**src/rtl/timer_pkg.sv**
```systemverilog
// Shared types and limits for the countdown timer: FSM states, count
// width, per-field maxima and the preset clamp helper.
package timer_pkg;

    localparam int CNT_W = 7;

    localparam logic [CNT_W-1:0] CS_MAX  = 7'd99;
    localparam logic [CNT_W-1:0] SEC_MAX = 7'd59;
    localparam logic [CNT_W-1:0] MIN_MAX = 7'd99;

    typedef enum logic [1:0] {
        ST_IDLE  = 2'd0,
        ST_ARMED = 2'd1,
        ST_RUN   = 2'd2,
        ST_DONE  = 2'd3
    } state_e;

    function automatic logic [CNT_W-1:0] clamp(input logic [CNT_W-1:0] v,
                                               input logic [CNT_W-1:0] lim);
        return (v > lim) ? lim : v;
    endfunction

endpackage

```
**src/rtl/tick_div.sv**
```systemverilog
// Clock-enable divider: one-cycle tick every CLK_DIV enabled cycles,
// counter forced to zero whenever en is low.
module tick_div
    import timer_pkg::*;
#(
    parameter int CLK_DIV = 1_000_000
) (
    input  logic clk,
    input  logic rst_timer,
    input  logic en,
    output logic tick
);

    localparam int CW = (CLK_DIV > 1) ? $clog2(CLK_DIV) : 1;
    localparam logic [CW-1:0] LAST = CW'(CLK_DIV - 1);

    logic [CW-1:0] cnt_q;
    logic [CW-1:0] cnt_d;

    assign tick = en && (cnt_q == LAST);

    always_comb begin
        cnt_d = cnt_q;
        if (!en || tick) begin
            cnt_d = '0;
        end else begin
            cnt_d = cnt_q + 1'b1;
        end
    end

    always_ff @(posedge clk) begin
        if (rst_timer) begin
            cnt_q <= '0;
        end else begin
            cnt_q <= cnt_d;
        end
    end

endmodule

```
**src/rtl/countdown_timer.sv**
```systemverilog
// Minutes:seconds.hundredths countdown with preset load, pause/resume and a
// timed, acknowledgeable alarm once the count reaches zero.
module countdown_timer
    import timer_pkg::*;
#(
    parameter int CLK_DIV     = 1_000_000,
    parameter int ALARM_TICKS = 300
) (
    input  logic             clk,
    input  logic             rst_timer,
    input  logic             load,
    input  logic [CNT_W-1:0] set_min,
    input  logic [CNT_W-1:0] set_sec,
    input  logic             run,
    input  logic             alarm_ack,
    output logic [CNT_W-1:0] one_hundredth_sec_count,
    output logic [CNT_W-1:0] sec_count,
    output logic [CNT_W-1:0] min_count,
    output logic             running,
    output logic             done,
    output logic             alarm
);

    localparam int AT_W = (ALARM_TICKS > 1) ? $clog2(ALARM_TICKS) : 1;
    localparam logic [AT_W-1:0] AT_LAST = AT_W'(ALARM_TICKS - 1);

    state_e           state_q, state_d;
    logic [CNT_W-1:0] cs_q, cs_d;
    logic [CNT_W-1:0] sec_q, sec_d;
    logic [CNT_W-1:0] min_q, min_d;
    logic             alarm_q, alarm_d;
    logic [AT_W-1:0]  atick_q, atick_d;

    logic             run_tick;
    logic             alarm_tick;
    logic             div_en;
    logic             alarm_en;

    logic [CNT_W-1:0] cs_dec, sec_dec, min_dec;
    logic [CNT_W-1:0] load_min, load_sec;
    logic             cs_borrow, sec_borrow, dec_zero;

    // Pause or load in the same cycle clears the divider so a resume always
    // waits a full period.
    assign div_en   = (state_q == ST_RUN) && run && !load;
    assign alarm_en = (state_q == ST_DONE) && alarm_q && !alarm_ack && !load;

    tick_div #(.CLK_DIV(CLK_DIV)) u_run_div (
        .clk       (clk),
        .rst_timer (rst_timer),
        .en        (div_en),
        .tick      (run_tick)
    );

    tick_div #(.CLK_DIV(CLK_DIV)) u_alarm_div (
        .clk       (clk),
        .rst_timer (rst_timer),
        .en        (alarm_en),
        .tick      (alarm_tick)
    );

    always_comb begin
        cs_borrow  = (cs_q == '0);
        sec_borrow = cs_borrow && (sec_q == '0);
        cs_dec     = cs_borrow ? CS_MAX : (cs_q - 1'b1);
        sec_dec    = sec_q;
        if (cs_borrow) begin
            sec_dec = (sec_q == '0) ? SEC_MAX : (sec_q - 1'b1);
        end
        min_dec    = sec_borrow ? (min_q - 1'b1) : min_q;
        dec_zero   = (cs_dec == '0) && (sec_dec == '0) && (min_dec == '0);
        load_min   = clamp(set_min, MIN_MAX);
        load_sec   = clamp(set_sec, SEC_MAX);
    end

    always_comb begin
        state_d = state_q;
        cs_d    = cs_q;
        sec_d   = sec_q;
        min_d   = min_q;
        alarm_d = alarm_q;
        atick_d = atick_q;

        if (load) begin
            cs_d    = '0;
            sec_d   = load_sec;
            min_d   = load_min;
            alarm_d = 1'b0;
            atick_d = '0;
            state_d = ((load_min != '0) || (load_sec != '0)) ? ST_ARMED : ST_IDLE;
        end else begin
            unique case (state_q)
                ST_IDLE: begin
                end
                ST_ARMED: begin
                    if (run) begin
                        state_d = ST_RUN;
                    end
                end
                ST_RUN: begin
                    if (!run) begin
                        state_d = ST_ARMED;
                    end else if (run_tick) begin
                        cs_d  = cs_dec;
                        sec_d = sec_dec;
                        min_d = min_dec;
                        if (dec_zero) begin
                            state_d = ST_DONE;
                            alarm_d = 1'b1;
                            atick_d = '0;
                        end
                    end
                end
                ST_DONE: begin
                    if (alarm_q) begin
                        if (alarm_ack) begin
                            alarm_d = 1'b0;
                        end else if (alarm_tick) begin
                            if (atick_q == AT_LAST) begin
                                alarm_d = 1'b0;
                            end else begin
                                atick_d = atick_q + 1'b1;
                            end
                        end
                    end
                end
                default: state_d = ST_IDLE;
            endcase
        end
    end

    always_ff @(posedge clk) begin
        if (rst_timer) begin
            state_q <= ST_IDLE;
            cs_q    <= '0;
            sec_q   <= '0;
            min_q   <= '0;
            alarm_q <= 1'b0;
            atick_q <= '0;
        end else begin
            state_q <= state_d;
            cs_q    <= cs_d;
            sec_q   <= sec_d;
            min_q   <= min_d;
            alarm_q <= alarm_d;
            atick_q <= atick_d;
        end
    end

    assign one_hundredth_sec_count = cs_q;
    assign sec_count               = sec_q;
    assign min_count               = min_q;
    assign running                 = (state_q == ST_RUN);
    assign done                    = (state_q == ST_DONE);
    assign alarm                   = alarm_q;

endmodule

```
**config.mk**
```make
export PLATFORM = sky130hd
export DESIGN_NAME = countdown_timer
export DESIGN_NICKNAME = d
export VERILOG_FILES = /design/src/rtl/timer_pkg.sv /design/src/rtl/tick_div.sv /design/src/rtl/countdown_timer.sv
export SDC_FILE = /design/constraint.sdc
export NUM_CORES = 1
export LEC_CHECK = 0
export ABC_AREA = 1
export CORE_UTILIZATION = 60
export DETAILED_ROUTE_END_ITERATION = 7
export MAX_ROUTING_LAYER = met4
export PLACE_DENSITY = 0.8
export SYNTH_ARGS = -nofsm -noshare
export SYNTH_HDL_FRONTEND = slang
export SYNTH_SLANG_ARGS = --single-unit
```
**constraint.sdc**
```tcl
create_clock -name clk -period 3.63 [get_ports clk]
set_input_delay 0.726 -clock clk [delete_from_list [all_inputs] [get_ports clk]]
set_output_delay 0.726 -clock clk [all_outputs]
set_load 0.01 [all_outputs]
```
# Word level (Yosys, flattened, before mapping)
# Index checks and enable logic that the tools add are counted.
[totals]
wordCells = 106
regBits = 73
[classes]
magnitude_cmp = 2
mux = 37
eq_ne = 16
addsub = 6
reduce_logical = 37
[op_table]
columns = ["op", "count"]
rows = [
  ["7-bit 2-to-1 mux", 14],
  ["9-bit 2-to-1 mux", 7],
  ["20-bit by 1-bit adder with 20-bit output (second input constant)", 2],
  ["20-bit == test (second input constant)", 2],
  ["7-bit logical NOT", 5],
  ["7-bit by 1-bit subtractor with 7-bit output (second input constant)", 3],
  ["9-bit case mux with 2 select lines", 1],
  ["7-bit nonzero test", 2],
  ["1-bit logical AND", 10],
  ["2-bit 2-to-1 mux", 5],
  ["9-bit by 1-bit adder with 9-bit output (second input constant)", 1],
  ["9-bit == test (second input constant)", 1],
  ["1-bit 2-to-1 mux", 8],
  ["2-bit by 1-bit != test with 1-bit output (second input constant)", 4],
  ["4-bit by 3-bit != test with 1-bit output (second input constant)", 2],
  ["4-bit AND reduction", 2],
  ["8-bit AND reduction", 1],
  ["2-bit nonzero test", 4],
  ["7-bit by 6-bit > comparator with 1-bit output (second input constant)", 1],
  ["7-bit > comparator (second input constant)", 1],
  ["2-bit != test (second input constant)", 3],
  ["3-bit AND reduction", 2],
  ["2-bit OR reduction", 3],
  ["2-bit == test (second input constant)", 2],
  ["7 further kinds", 12],
]

# Depth between registers and ports, before layout
[depth]
depth_word = 11
ltp_mapped = 17

# Hierarchy
# A second synthesis with hierarchy kept.
[hier_totals]
cells_unflattened = 738
hier_area_um2 = 4673.2
[modules_own_cells]
columns = ["module", "seq_area_each_um2", "area_each_um2", "instances", "cells_each"]
rows = [
  ["countdown_timer", 660.6, 2486.1, 1, 411],
  ["tick_div (u_alarm_div)", 400.4, 1096.1, 1, 165],
  ["tick_div (u_run_div)", 400.4, 1091.0, 1, 162],
]

# Worst setup path before layout
# OpenSTA, ideal clock, no wires.
[synth_timing]
path_kind = "reg2reg"
startpoint = "reg cs_q[0] (netlist: one_hundredth_sec_count[0])"
endpoint = "reg atick_q[7]"
t_arrival_ns = 1.916
synth_period_minus_slack_ns = 2.029
slack_ns = 1.601
required_ns = 3.517
n_path_buf = 1
stages_incl_launch_ff = 16
path_cell_list = "dfxtp_1 > inv_1 > ha_1 > nand2_2 > nor2_8 > buf_8 > nand3_1 > nand3_1 > nor2_1 > nand2_1 > nor2_1 > nand3_2 > nand2_4 > nand3_1 > nor2_1 > nor2_1"
[synth_between]
elab_chain_cells = 7
word_cells_on_any_way = 13
classes_between = "add/sub: 1; eq/ne: 1; mux: 3; reduce/logical: 8"
[synth_lines]
columns = ["item", "line_no", "text"]
rows = [
  ["from (decl)", "countdown_timer.sv:28", "logic [CNT_W-1:0] cs_q, cs_d;"],
  ["from (signal assigned)", "countdown_timer.sv:142", "cs_q <= cs_d;"],
  ["7-bit by 1-bit subtractor with 7-bit output or 7-bit logical NOT (tied branches)", "countdown_timer.sv:65, countdown_timer.sv:63", ""],
  ["7-bit 2-to-1 mux, or another cell as far along", "countdown_timer.sv:65", "cs_dec = cs_borrow ? CS_MAX : (cs_q - 1'b1);"],
  ["7-bit logical NOT or 7-bit 2-to-1 mux (tied branches)", "countdown_timer.sv:71, countdown_timer.sv:70", ""],
  ["1-bit logical AND or 7-bit logical NOT (tied branches)", "countdown_timer.sv:71", "dec_zero = (cs_dec == '0) && (sec_dec == '0) && (min_dec == '0);"],
  ["1-bit logical AND *", "countdown_timer.sv:71", ""],
  ["2-bit by 1-bit != test with 1-bit output (no line) *", "-", ""],
  ["8-bit AND reduction (no line) *", "-", ""],
  ["to (signal assigned)", "countdown_timer.sv:146", "atick_q <= atick_d;"],
  ["to (decl)", "countdown_timer.sv:32", "logic [AT_W-1:0] atick_q, atick_d;"],
]
# Mark *: on every way between the ends. The rest lies on a longest branch, timed or not.
# A chain may end at the register's enable or synchronous reset.

# Worst setup path after layout
[layout_timing]
startpoint = "reg cs_q[0] (netlist: one_hundredth_sec_count[0])"
endpoint = "reg state_q[0]"
[layout_between]
elab_chain_cells = 7
word_cells_on_any_way = 13
classes_between = "add/sub: 1; eq/ne: 1; mux: 3; reduce/logical: 8"
[layout_lines]
columns = ["item", "line_no", "text"]
rows = [
  ["7-bit by 1-bit subtractor with 7-bit output or 7-bit logical NOT (tied branches)", "countdown_timer.sv:65, countdown_timer.sv:63", ""],
  ["7-bit 2-to-1 mux, or another cell as far along", "countdown_timer.sv:65", ""],
  ["7-bit logical NOT or 7-bit 2-to-1 mux (tied branches)", "countdown_timer.sv:71, countdown_timer.sv:70", ""],
  ["1-bit logical AND or 7-bit logical NOT (tied branches)", "countdown_timer.sv:71", ""],
  ["1-bit logical AND *", "countdown_timer.sv:71", ""],
  ["4-bit by 3-bit != test with 1-bit output (no line) *", "-", ""],
  ["4-bit AND reduction (no line) *", "-", ""],
  ["to (signal assigned)", "countdown_timer.sv:141", "state_q <= state_d;"],
  ["to (decl)", "countdown_timer.sv:27", "state_e state_q, state_d;"],
]
# Marks and branches as above.

==> out/results.txt <==
routed vias/inst - 5.56
critical path startpoint - one_hundredth_sec_count[0]$_SDFFE_PP0P_
CP Cell Sequence - inv_1 -> ha_1 -> inv_2 -> nor2_4 -> nand3_2 -> nor2_1 -> nand2_1 -> nand2_1 -> nor2_1 -> nand2_1 -> nor2_1 -> nand3_2 -> nand3_1 -> a21oi_1 -> nor2_1
combined global-route utilization of all metal layers - 30.2%
first-pass GRT wire length - 17,700 µm
sequential share of the synthesized area - 33.2%
antenna diode count - 0
most common library cells after synthesis - nand2_1 (140), nor2_1 (102), inv_1 (93)
result of the run - complete, no violations
most numerous cell on the critical path - nor2_1
VDD IR-drop max - 0.000253 V
Max FO, Critical Path - 11
min cycle time layout - 2.51 ns
number of hold buffers added after cts - 0
placed wire-length estimate after detailed placement - 7800 µm
Post-Syn Area per Cell - 6.48 µm²
Die Height - 87.6 µm
Yosys warning total - 0
clock tree from TritonCTS - built
final-report hold violation count - 0
FF-to-FF Start - one_hundredth_sec_count[0]$_SDFFE_PP0P_
die outline width - 87.6 µm
maximum level of the CTS H-tree - 3
top flip-flop cell by instance count after synthesis - dfxtp_1
DRC Markers - 0
number of enable flip-flop cells after synthesis - 0
DRT iter0 DRCs - 311
most used standard cell by instance count after synthesis - nand2_1
final global-route overflow total - 0
overall die area - 0.00768 mm²
slowest library cell on the worst path - dfxtp_1
clock transition time at the flip-flop clock pins of the worst setup and hold paths - 0.08 ns
post-synthesis sequential element count - 73
PostCTS Resize Cnt - 0
maximum single-stage delay on the critical path - 0.36 ns
post-layout power - 1.71 mW
# rows - 30
root cell of the clock tree - clkbuf_8
cell area after technology mapping - 0.00440 mm²
clock tree sinks - 73
cell area power density - 336 mW/mm²
num ports - 43
CP startpoint kind - flip-flop
via count of the first global-routing pass - 4,066
number of nets at the end of the flow - 750
wire length after detailed routing - 10,600 µm
antenna violations before repair - 0
achievable frequency - 0.399 GHz
DRT Pass-1 Iters - 5
clock latency of the later-clocked register in the worst-skew pair - 0.35 ns
Slew headroom - 48.1%
Arrival @ worst endpoint - 2.75 ns
number of buffers added for setup after CTS - 0
area growth from synthesis to layout - 15.7%
measured slew at the worst slew-check pin - 0.772 ns
largest cells by area after synthesis - dfxtp_1 (33%), nand2_1 (12%), nor2_1 (8.7%), inv_1 (7.9%), nand3_1 (6.7%)
final count of pins violating max slew - 0
routing usage on met3 - 4.05%
path type of the worst setup path - flip-flop to flip-flop
Synth top area share - 33.2%
P_leak - 1.93 nW
number of CTS-inserted buffers - 9
Synth Net Count - 705
layer with the highest usage after global routing - met2
met1 layer usage reported by global route - 37.7%
critical path endpoint category - flip-flop
clk buf depth - 2
Final GP Congestion - 0.919
number of vias after detailed routing - 4,580
hold wc startpoint - u_alarm_div.cnt_q[0]$_SDFF_PP0_
fraction of registers with async set or reset after synthesis - 0%
part of the cycle the worst path needs - 69.0%
share of post-route cells with drive strength above 1 - 6.32%
area of the core region - 0.00694 mm²
maximum capacitance violations - 0
setup TNS - 0 ns
Initial Utilization - 63.3%
maximum clock skew at final layout - 0.00916 ns
Worst Hold Class - flip-flop to flip-flop
post-route worst hold slack - 0.446 ns
Syn Inst Count - 679
drt wl/cell - 12.8 µm
met2 Track Usage GR - 49.0%
synth unique cells - 43
Synth area leader - dfxtp_1
number of nets with antenna violations after routing - 0
maximum number of pins on one net before global-route repair - 21
worst path required time - 3.87 ns
final-report setup violation count - 0
Port Buf Inserts - 42
unrepaired setup endpoints after global routing - no
-- path summary, 6_finish.rpt --
| check | to | slack [ns] | cells past startpoint |
|---|---|---|---|
| max reg2reg | state_q[0]$_SDFFE_PP0P_ | 1.12 | 15 |
| max | state_q[0]$_SDFFE_PP0P_ | 1.12 | 15 |
| min reg2reg | u_alarm_div.cnt_q[0]$_SDFF_PP0_ | 0.45 | 1 |
| min | u_alarm_div.cnt_q[0]$_SDFF_PP0_ | 0.45 | 1 |
-- flip-flops by register name, summed over array words and instances (netlist names) --
register and flops:
sec_count 7, state_q 2, u_run_div.cnt_q 20, one_hundredth_sec_count 7, alarm 1, u_alarm_div.cnt_q 20, min_count 7, atick_q 9
-- cell usage in the layout, fill, tap and decap left out, types with 2 or more instances in the layout --
| cell type | instances |
|---|---|
| buf_4 | 3 |
| nand2_4 | 3 |
| dfxtp_1 | 73 |
| inv_2 | 2 |
| clkdlybuf4s50_1 | 42 |
| ha_1 | 7 |
| nor3b_1 | 6 |
| inv_1 | 93 |
| nand3_2 | 2 |
| nand2_1 | 140 |
| nor2_2 | 2 |
| o21ai_0 | 38 |
| nor3_1 | 19 |
| nand2_2 | 4 |
| a21oi_1 | 38 |
| a21oi_2 | 2 |
| nor2_4 | 5 |
| nand4_1 | 18 |
| clkbuf_8 | 11 |
| o21bai_1 | 2 |
| nor3_2 | 3 |
| o21a_1 | 2 |
| or2_2 | 2 |
| nor2_1 | 102 |
| nor4_1 | 11 |
| nand3_1 | 59 |
| xor2_1 | 11 |
| a31oi_1 | 11 |
| clkinv_2 | 2 |
-- worst max-delay path: cells and delay by family (launching register included) --
| family | cells | cell delay [ns] |
|---|---|---|
| AOI/OAI and AO/OA | 1 | 0.16 |
| DFF | 1 | 0.36 |
| buffers and inverters | 2 | 0.18 |
| and+or+nand+nor | 11 | 1.39 |
| adders and majority gates | 1 | 0.33 |
-- layer usage --
metal / up-vias / wire length (µm) / share of wire, %
met1: 2078 / 4780 / 45
met4: 0 / 192 / 1.8
met5: - / 0 / 0
li1: 2325 / - / -
met2: 158 / 5050 / 48
met3: 19 / 552 / 5.2
-- layout make-up --
class | count | area (µm²)
clock buffer | 12 | 155
clock inverter | 3 | 40.0
fill | 603 | 1860
inverter | 96 | 360
multi-input combinational | 499 | 2510
sequential | 73 | 1460
tap | 96 | 120
timing repair buffer | 45 | 443
-- metrics by stage --
| step | setup slack [ns] | cells | instance area (µm²) | utilization (%) |
|---|---|---|---|---|
| finish | 1.12 | 824 | 5090 | 73.3 |
| global route | 0.850 | 824 | 5090 | 73.3 |
| CTS | 1.14 | 824 | 5090 | 73.3 |
| detailed placement | 0.873 | 809 | 4890 | 70.5 |
| global placement | 0.933 | 809 | 4890 | 70.5 |
| floorplan | 1.60 | 679 | 4400 | - |
-- power breakdown --
group          internal (mW)  total [mW]  leakage [nW]  switching (mW)
logic                 0.0964       0.239          1.24           0.143
registers              0.813       0.830         0.591          0.0171
clock network          0.349       0.639         0.102           0.289
-- logic make-up after synthesis --
group           after synthesis  synth area share [%]
fa+ha+maj                     7                  1.99
compound gates              100                  12.6
buf+inv                     107                  9.76
xor+xnor                     12                  2.39
simple gates                380                  40.1
flops                        73                  33.2
(Power assumes the default switching activity.)
